$ cat src/rtl/uart_tx.sv
// FIFO-buffered UART transmitter: start, 8 data bits LSB first, stop; frames run back to back.
// Define UART_TX_PARITY_EN to insert an even-parity bit between data[7] and the stop bit.
module uart_tx #(
  parameter int UART_BPS   = 9600,
  parameter int CLK_FREQ   = 50_000_000,
  parameter int FIFO_DEPTH = 8
) (
  input  logic       sys_clk,
  input  logic       sys_rst,
  input  logic [7:0] pi_data,
  input  logic       pi_flag,
  output logic       pi_ready,
  output logic       tx,
  output logic       tx_busy
);

  localparam int BAUD_CNT_MAX = CLK_FREQ / UART_BPS;
  localparam int BW = (BAUD_CNT_MAX > 1) ? $clog2(BAUD_CNT_MAX) : 1;
  localparam logic [BW-1:0] BAUD_LOAD = BW'(BAUD_CNT_MAX - 1);
  localparam int AW = $clog2(FIFO_DEPTH);

  typedef enum logic [2:0] {IDLE, START, DATA, PARITY, STOP} state_e;

  state_e        state_q, state_d;
  logic [7:0]    mem_q [FIFO_DEPTH];
  logic [AW:0]   wr_ptr_q, rd_ptr_q;
  logic [BW-1:0] baud_cnt_q, baud_cnt_d;
  logic [2:0]    bit_cnt_q, bit_cnt_d;
  logic [7:0]    shift_q, shift_d;
  logic          tx_q, tx_d;
  logic          line_busy_q;
  logic          fifo_empty, fifo_full, push, pop, bit_end;
`ifdef UART_TX_PARITY_EN
  logic          parity_q;
`endif

  // Extra pointer bit tells full from empty when the index bits match.
  assign fifo_empty = (wr_ptr_q == rd_ptr_q);
  assign fifo_full  = (wr_ptr_q[AW] != rd_ptr_q[AW]) &&
                      (wr_ptr_q[AW-1:0] == rd_ptr_q[AW-1:0]);
  assign push       = pi_flag && !fifo_full;
  assign bit_end    = (baud_cnt_q == '0);

  always_ff @(posedge sys_clk) begin
    if (push) mem_q[wr_ptr_q[AW-1:0]] <= pi_data;
  end

  always_ff @(posedge sys_clk) begin
    if (sys_rst) begin
      wr_ptr_q <= '0;
      rd_ptr_q <= '0;
    end else begin
      if (push) wr_ptr_q <= wr_ptr_q + (AW+1)'(1);
      if (pop)  rd_ptr_q <= rd_ptr_q + (AW+1)'(1);
    end
  end

  always_comb begin
    state_d    = state_q;
    pop        = 1'b0;
    baud_cnt_d = baud_cnt_q;
    bit_cnt_d  = bit_cnt_q;
    shift_d    = shift_q;
    tx_d       = 1'b1;
    if (state_q != IDLE) baud_cnt_d = bit_end ? BAUD_LOAD : baud_cnt_q - BW'(1);
    case (state_q)
      IDLE: begin
        if (!fifo_empty) begin
          state_d = START;
          pop     = 1'b1;
        end
      end
      START: begin
        tx_d = 1'b0;
        if (bit_end) begin
          state_d   = DATA;
          bit_cnt_d = '0;
        end
      end
      DATA: begin
        tx_d = shift_q[0];
        if (bit_end) begin
          shift_d   = {1'b0, shift_q[7:1]};
          bit_cnt_d = bit_cnt_q + 3'd1;
`ifdef UART_TX_PARITY_EN
          if (bit_cnt_q == 3'd7) state_d = PARITY;
`else
          if (bit_cnt_q == 3'd7) state_d = STOP;
`endif
        end
      end
`ifdef UART_TX_PARITY_EN
      PARITY: begin
        tx_d = parity_q;
        if (bit_end) state_d = STOP;
      end
`endif
      STOP: begin
        if (bit_end) begin
          if (!fifo_empty) begin
            state_d = START;
            pop     = 1'b1;
          end else begin
            state_d = IDLE;
          end
        end
      end
      default: state_d = IDLE;
    endcase
    if (pop) begin
      baud_cnt_d = BAUD_LOAD;
      shift_d    = mem_q[rd_ptr_q[AW-1:0]];
    end
  end

  // tx is registered from the current state, so the line lags the FSM by one cycle.
  always_ff @(posedge sys_clk) begin
    if (sys_rst) begin
      state_q     <= IDLE;
      baud_cnt_q  <= '0;
      bit_cnt_q   <= '0;
      shift_q     <= '0;
      tx_q        <= 1'b1;
      line_busy_q <= 1'b0;
    end else begin
      state_q     <= state_d;
      baud_cnt_q  <= baud_cnt_d;
      bit_cnt_q   <= bit_cnt_d;
      shift_q     <= shift_d;
      tx_q        <= tx_d;
      line_busy_q <= (state_q != IDLE);
    end
  end

`ifdef UART_TX_PARITY_EN
  always_ff @(posedge sys_clk) begin
    if (sys_rst)  parity_q <= 1'b0;
    else if (pop) parity_q <= ^mem_q[rd_ptr_q[AW-1:0]];
  end
`endif

  assign pi_ready = !fifo_full;
  assign tx       = tx_q;
  assign tx_busy  = (state_q != IDLE) || !fifo_empty || line_busy_q;

endmodule

$ cat config.mk
export PLATFORM = sky130hd
export DESIGN_NAME = uart_tx
export DESIGN_NICKNAME = d
export VERILOG_FILES = /design/src/rtl/uart_tx.sv
export SDC_FILE = /design/constraint.sdc
export NUM_CORES = 1
export LEC_CHECK = 0
export BUFFER_PORTS_ARGS = -buffer_cell sky130_fd_sc_hd__buf_2
export CORE_MARGIN = 1
export CORE_UTILIZATION = 66
export DETAILED_ROUTE_END_ITERATION = 6
export GPL_ROUTABILITY_DRIVEN = 0
export GPL_TIMING_DRIVEN = 0
export PLACE_DENSITY = 0.85
export SLEW_MARGIN = 20
export SYNTH_ARGS = -nofsm -noshare
export SYNTH_HDL_FRONTEND = slang
export SYNTH_SLANG_ARGS = --single-unit
$ cat constraint.sdc
create_clock -name sys_clk -period 4.6 [get_ports sys_clk]
set_input_delay 0.69 -clock sys_clk [delete_from_list [all_inputs] [get_ports sys_clk]]
set_output_delay 0.69 -clock sys_clk [all_outputs]
set_load 0.1 [all_outputs]
# [After elaboration in Yosys (flattened, before gate mapping)]
# Memories as Yosys holds them, arrays and structs flattened. A register that Yosys moved wholly into a read port is not among the register bits.
# Cells that the tools add are included.
[totals] regBits=37 word_cells=67 n_memories=1 ram_bits=64
[op_classes] add_sub_neg=4 reduce_logical=17 mux=24 eq_ne=12
[mem_list] memory="mem_q" words=8 width=8 rd=1 rd_ports_with_merged_regs=1 write_ports=1 line="25" rtl="logic [7:0] mem_q [FIFO_DEPTH];"
[op_table] operator="13-bit two-way mux" n=3
[op_table] operator="3-bit two-way mux" n=9
[op_table] operator="8-bit two-way mux" n=3
[op_table] operator="13-bit zero test" n=1
[op_table] operator="13-bit by 1-bit subtractor with 13-bit output (second input constant)" n=1
[op_table] operator="3-bit case mux with 4 select lines" n=1
[op_table] operator="2-bit inequality test (second input constant)" n=5
[op_table] operator="4-bit by 1-bit adder with 4-bit output (second input constant)" n=2
[op_table] operator="2-bit nonzero test" n=4
[op_table] operator="3-bit == test (second input constant)" n=2
[op_table] operator="3-bit case mux with 2 select lines" n=1
[op_table] operator="1-bit two-way mux" n=5
[op_table] operator="5-bit AND reduction" n=1
[op_table] operator="4-bit == test" n=1
[op_table] operator="1-bit case mux with 2 select lines" n=2
[op_table] operator="3-bit by 1-bit adder with 3-bit output (second input constant)" n=1
[op_table] operator="3-bit by 1-bit == test with 1-bit output (second input constant)" n=1
[op_table] operator="3-bit by 2-bit == test with 1-bit output (second input constant)" n=1
[op_table] operator="3-bit == test" n=1
[op_table] operator="3-bit zero test" n=1
[op_table] operator="3-bit AND reduction" n=1
[op_table] operator="3-bit nonzero test" n=1
[op_table] operator="1-bit logical AND" n=2
[op_table] operator="1-bit zero test" n=2
[op_table] operator="other kinds (4)" n=5

# [Longest topological paths before layout]
[logic_depth] depth_word=6 ltp_mapped=8

# [Worst setup path after synthesis]
# Ideal clock, no wire load.
[synth_path] kind="register to register" startpoint="register wr_ptr_q[0]" endpoint="memory mem_q[0][0], enable pin" setup_time_ns=0.383 synth_period_minus_slack_ns=2.741 arrival_time_ns=2.358 setup_slack_ns=1.859 t_required_ns=4.217 n_path_buf=1 stages_incl_launch_ff=6 path_cell_list="dfxtp_1 buf_2 xnor2_1 nand4_1 nand3_1 nor3_1"
[synth_between] elab_chain_len=6
[synth_rtl] item="start, declared" line="26" rtl="logic [AW:0] wr_ptr_q, rd_ptr_q;"
[synth_rtl] item="start signal, assigned" line="53" rtl="if (push) wr_ptr_q <= wr_ptr_q + (AW+1)'(1);"
[synth_rtl] item="3-bit == test" line="40" rtl="(wr_ptr_q[AW-1:0] == rd_ptr_q[AW-1:0]);"
[synth_rtl] item="1-bit logical AND" line="39" rtl="assign fifo_full = (wr_ptr_q[AW] != rd_ptr_q[AW]) &&"
[synth_rtl] item="1-bit zero test"
[synth_rtl] item="net pi_ready" line="12" rtl="output logic pi_ready,"
[synth_rtl] item="1-bit logical AND" line="41" rtl="assign push = pi_flag && !fifo_full;"
[synth_rtl] item="1-bit two-way mux" line="45" rtl="if (push) mem_q[wr_ptr_q[AW-1:0]] <= pi_data;"
[synth_rtl] item="1-bit two-way mux (implied by the code)" line="45"
[synth_rtl] item="end, declared" line="25"
# The timed path passes the listed nets, and every way through them passes these cells.

# [Worst setup path in the final report]
[layout_path] startpoint="register state_q[0]" endpoint="output port tx_busy"
[layout_between] elab_chain_len=3
[layout_rtl] item="start, declared" line="24" rtl="state_e state_q, state_d;"
[layout_rtl] item="start signal, assigned" line="126" rtl="state_q <= state_d;"
[layout_rtl] item="3-bit nonzero test" line="144" rtl="assign tx_busy = (state_q != IDLE) || !fifo_empty || line_busy_q;"
[layout_rtl] item="1-bit logical OR (2 in series)" line="144"
[layout_rtl] item="end, declared" line="14" rtl="output logic tx_busy"
# Every way passes these cells.

==> results.md <==
* Initial cell density of the core at 0.684
* Max-cap check violation count at 0
* H-Tree Depth at 3
* Worst Setup Slack, final at about 1.2 ns
* Mapped cell area at 0.00437 mm²
* Hold path cells at 2
* Met1 wire length at around 3.5 mm
* IR Drop Worst-Case VDD at ~600 µV
* Layout cell share with drive strength beyond 1 at 0.212
* Final routed wirelength across all metal layers at 8.09 mm
* Filler cells at 409
* Drt first-iter violations at approximately 100
* Kind of critical path: flop to output port
* First drt pass iteration count at 5
* Internal reg-to-reg setup slack at between 2 and 2.5 ns
* Pint at roughly 1.7 mW
* Largest net degree at the start of global routing at 23
* Cell area after layout at ~0.0048 mm²
* CTS root buffer: sky130_fd_sc_hd__clkbuf_8
* Number of global-route vias before repair at ~2700
* Antenna violations before repair at 0
* Post-detail-place hpwl at between 5 and 6 mm
* Die X at about 83 µm
* Row count at 29
* Via/cell ratio at 6.38
* Clock group share of total power at 0.217
* Cell count after synthesis at 315
* Net switching component of the power at 993 µW
* Share of total power in sequential cells at 0.444
* Endpoint of the lowest-slack register-to-register path: rd_ptr_q[1]$_SDFFE_PP0P_
* Placeable Area at 0.00639 mm²
* Tightest slew margin relative to the limit at 0.360
* Leakage at roughly 1.6 nW
* Number of top-level pins at 14
* Height of the chip at roughly 83 µm
* Peak Freq at approximately 290 MHz
* Clock skew at roughly 0.014 ns
* Placed instance count at between 400 and 500
* Cell count of the worst reg-to-reg path at 8
* Pre-CTS worst setup slack at 1.58 ns
* Worst hold start: shift_q[7]$_SDFFE_PP0P_
* Worst Path Max Fanout at 9
* Reg-to-reg startpoint: baud_cnt_q[0]$_SDFFE_PP0P_
* DRC violation count after routing at 0
* Total of cells resized after clock tree synthesis at 0
* Number of buffers added for setup after CTS at 0
* Syn Nets at between 300 and 400
* Power density normalized to cell area at 560 mW/mm²
* Unrepaired setup endpoints after global routing: false
* Port Buffers at 12
* Wire length of the first global-routing pass at around 13 mm
* Clock tree from TritonCTS: built
* Slew at the pin closest to its max-slew limit at approximately 0.95 ns
* Sw frac at 0.373
* Type of the tightest min-delay check: flop to flop
* TNS Setup at 0 ns
* Overall track demand over capacity in global routing at 0.257
* Clk pin slew, worst setup/hold paths at 0.11 ns
* Post-detailed-route count of antenna-violating nets at 0
* Final-report hold violation count at 0
* Total via count in the routed design at between 2000 and 3000
* Ys async rst share at 0
* Die area at ~0.0069 mm²
* Final cell count without fillers at between 400 and 500
* Post-synthesis cell type count at 48
* Post-DP Area at 0.00455 mm²
* Mean instance size in the synthesized netlist at about 14 µm²
* Fraction of the cycle the final worst path needs at 0.746
* Synth-to-layout area growth at 8.91%
* Worst endpoint required time at a little under 4 ns
* Post-layout nets at about 360
* Final setup violation count at 0
* Count of flip-flops with a built-in enable after synthesis at 64
* Status: complete, no violations
* Clock latency at the later pin of the worst-skew pair at between 0.3 and 0.4 ns
* Final standard cell utilization of the core at 0.745
* Critical path data arrival time at 2.74 ns
* Num Clock Sinks at 104
* Gate power share at 0.338
* CTS Buf Count at 9
* Total global routing overflow at 0
* Portion of the post-synthesis area used by sequential elements at 0.623
* Pins over their slew limit at 0
* Highest metal used: met4
* Post-synthesis register bit count at roughly 100
* Number of buffers on the longest clock path at 2
* Worst Hold End: shift_q[7]$_SDFFE_PP0P_
* CTS Hold Buffers Added at 0
* Top_reg_cell synth: sky130_fd_sc_hd__edfxtp_1
* Fin crit period at between 3 and 4 ns
* Worst setup SP type: flop
* Antenna diode instance count at 0
* Routed wirelength normalized by instance count at around 19 µm
* Critical Path End Type: output port
* Amount of wire on met3 after detailed routing at 370 µm
* Met2 Routed Length at 4.05 mm
* Count of synthesis-stage warnings from yosys at 0
-- sequential cells by signal, summed over array words and instances (netlist names), named ones only --
signal and flops:
mem_q 64, baud_cnt_q 13, shift_q 8, rd_ptr_q 4, wr_ptr_q 4, bit_cnt_q 3
state_q 3, line_busy_q 1, tx 1
-- critical path, stage by stage, from the launching register on --
cell                       delay, ns
sky130_fd_sc_hd__dfxtp_1        0.32
sky130_fd_sc_hd__clkbuf_1       0.21
sky130_fd_sc_hd__nor3_1         0.75
sky130_fd_sc_hd__nand2_1        0.42
sky130_fd_sc_hd__or2_2          0.38
sky130_fd_sc_hd__buf_2          0.29
-- area by class of cell --
class                      instances  area [µm²]  area share
sequential                       104        2720       0.572
multi-input combinational        190        1570       0.330
clock buffer                       9         124      0.0260
tap                               77        96.3      0.0203
clock inverter                     7        86.3      0.0181
timing repair buffer              13        67.6      0.0142
buffer                            14        62.6      0.0132
inverter                           7        26.3     0.00552
-- power groups by stage --
stage,sequential [mW],combinational [mW],clock [mW]
floorplan,1.20,0.710,0
global placement,1.20,0.862,0
detailed placement,1.20,0.892,0
CTS,1.18,0.899,0.587
global route,1.20,0.978,0.621
finish,1.18,0.901,0.579
-- stage by stage --
stage               total power, mW  hold slack (ns)
CTS                            2.67            0.490
floorplan                      1.91            0.456
finish                         2.66            0.492
detailed placement             2.09            0.472
global route                   2.80            0.523
global placement               2.06            0.476
-- cells in the final DEF, fill, tap and decap left out, drive strengths merged, types with 6 or more instances in the layout --
cell and n:
inv 11, dfxtp 40, nor2 39, edfxtp 64, buf 18, a311oi 6, a21oi 15, xnor2 6
nand2 15, mux2i 8, nor3 9, nor4 6, clkbuf 18, a211oi 7, mux2 8, mux4 16
-- routing by layer --
metal | global-route usage | vias to the layer above
li1 | - | 1254
met1 | 0.315 | 1347
met2 | 0.422 | 61
met3 | 0.0775 | 24
met4 | 0.114 | 0
met5 | 0 | -
-- synthesized netlist by cell type (6+ instances only) --
master                      n  area, µm²
sky130_fd_sc_hd__mux4_2    16        360
sky130_fd_sc_hd__inv_1      7       26.3
sky130_fd_sc_hd__clkbuf_1   9       33.8
sky130_fd_sc_hd__edfxtp_1  64       1920
sky130_fd_sc_hd__mux2_2     7       78.8
sky130_fd_sc_hd__nand2_1   15       56.3
sky130_fd_sc_hd__dfxtp_1   40        801
sky130_fd_sc_hd__xnor2_1    6       52.6
sky130_fd_sc_hd__a21oi_1   15       75.1
sky130_fd_sc_hd__a311oi_1   6       52.6
sky130_fd_sc_hd__a211oi_2   6       75.1
sky130_fd_sc_hd__mux2i_1    8       80.1
sky130_fd_sc_hd__nor3_1     9       45.0
sky130_fd_sc_hd__nor2_1    39        146
-- worst max-delay path by stage --
stage	to	slack, ns	cells past startpoint	from
finish	tx_busy	1.17	5	state_q[0]$_SDFFE_PP0P_
global route	tx_busy	0.84	5	state_q[0]$_SDFFE_PP0P_
CTS	tx_busy	1.11	5	state_q[0]$_SDFFE_PP0P_
detailed placement	tx_busy	1.58	5	state_q[0]$_SDFFE_PP0P_
global placement	tx_busy	1.62	5	state_q[0]$_SDFFE_PP0P_
floorplan	mem_q[0][0]$_DFFE_PP_	1.86	5	wr_ptr_q[0]$_SDFFE_PP0P_
-- cells by family (layout without fill, tap and decap cells) --
logic type                 after synthesis  count (layout)  synth area share
AOI/OAI and AO/OA                       46              46            0.0839
muxes                                   32              32             0.121
xor gates and xnor gates                 9               9            0.0180
adders and majority gates                5               5            0.0143
buffers and inverters                   21              50            0.0203
and+or+nand+nor                         98              98             0.119
DFF                                    104             104             0.623
(Power assumes the default switching activity.)
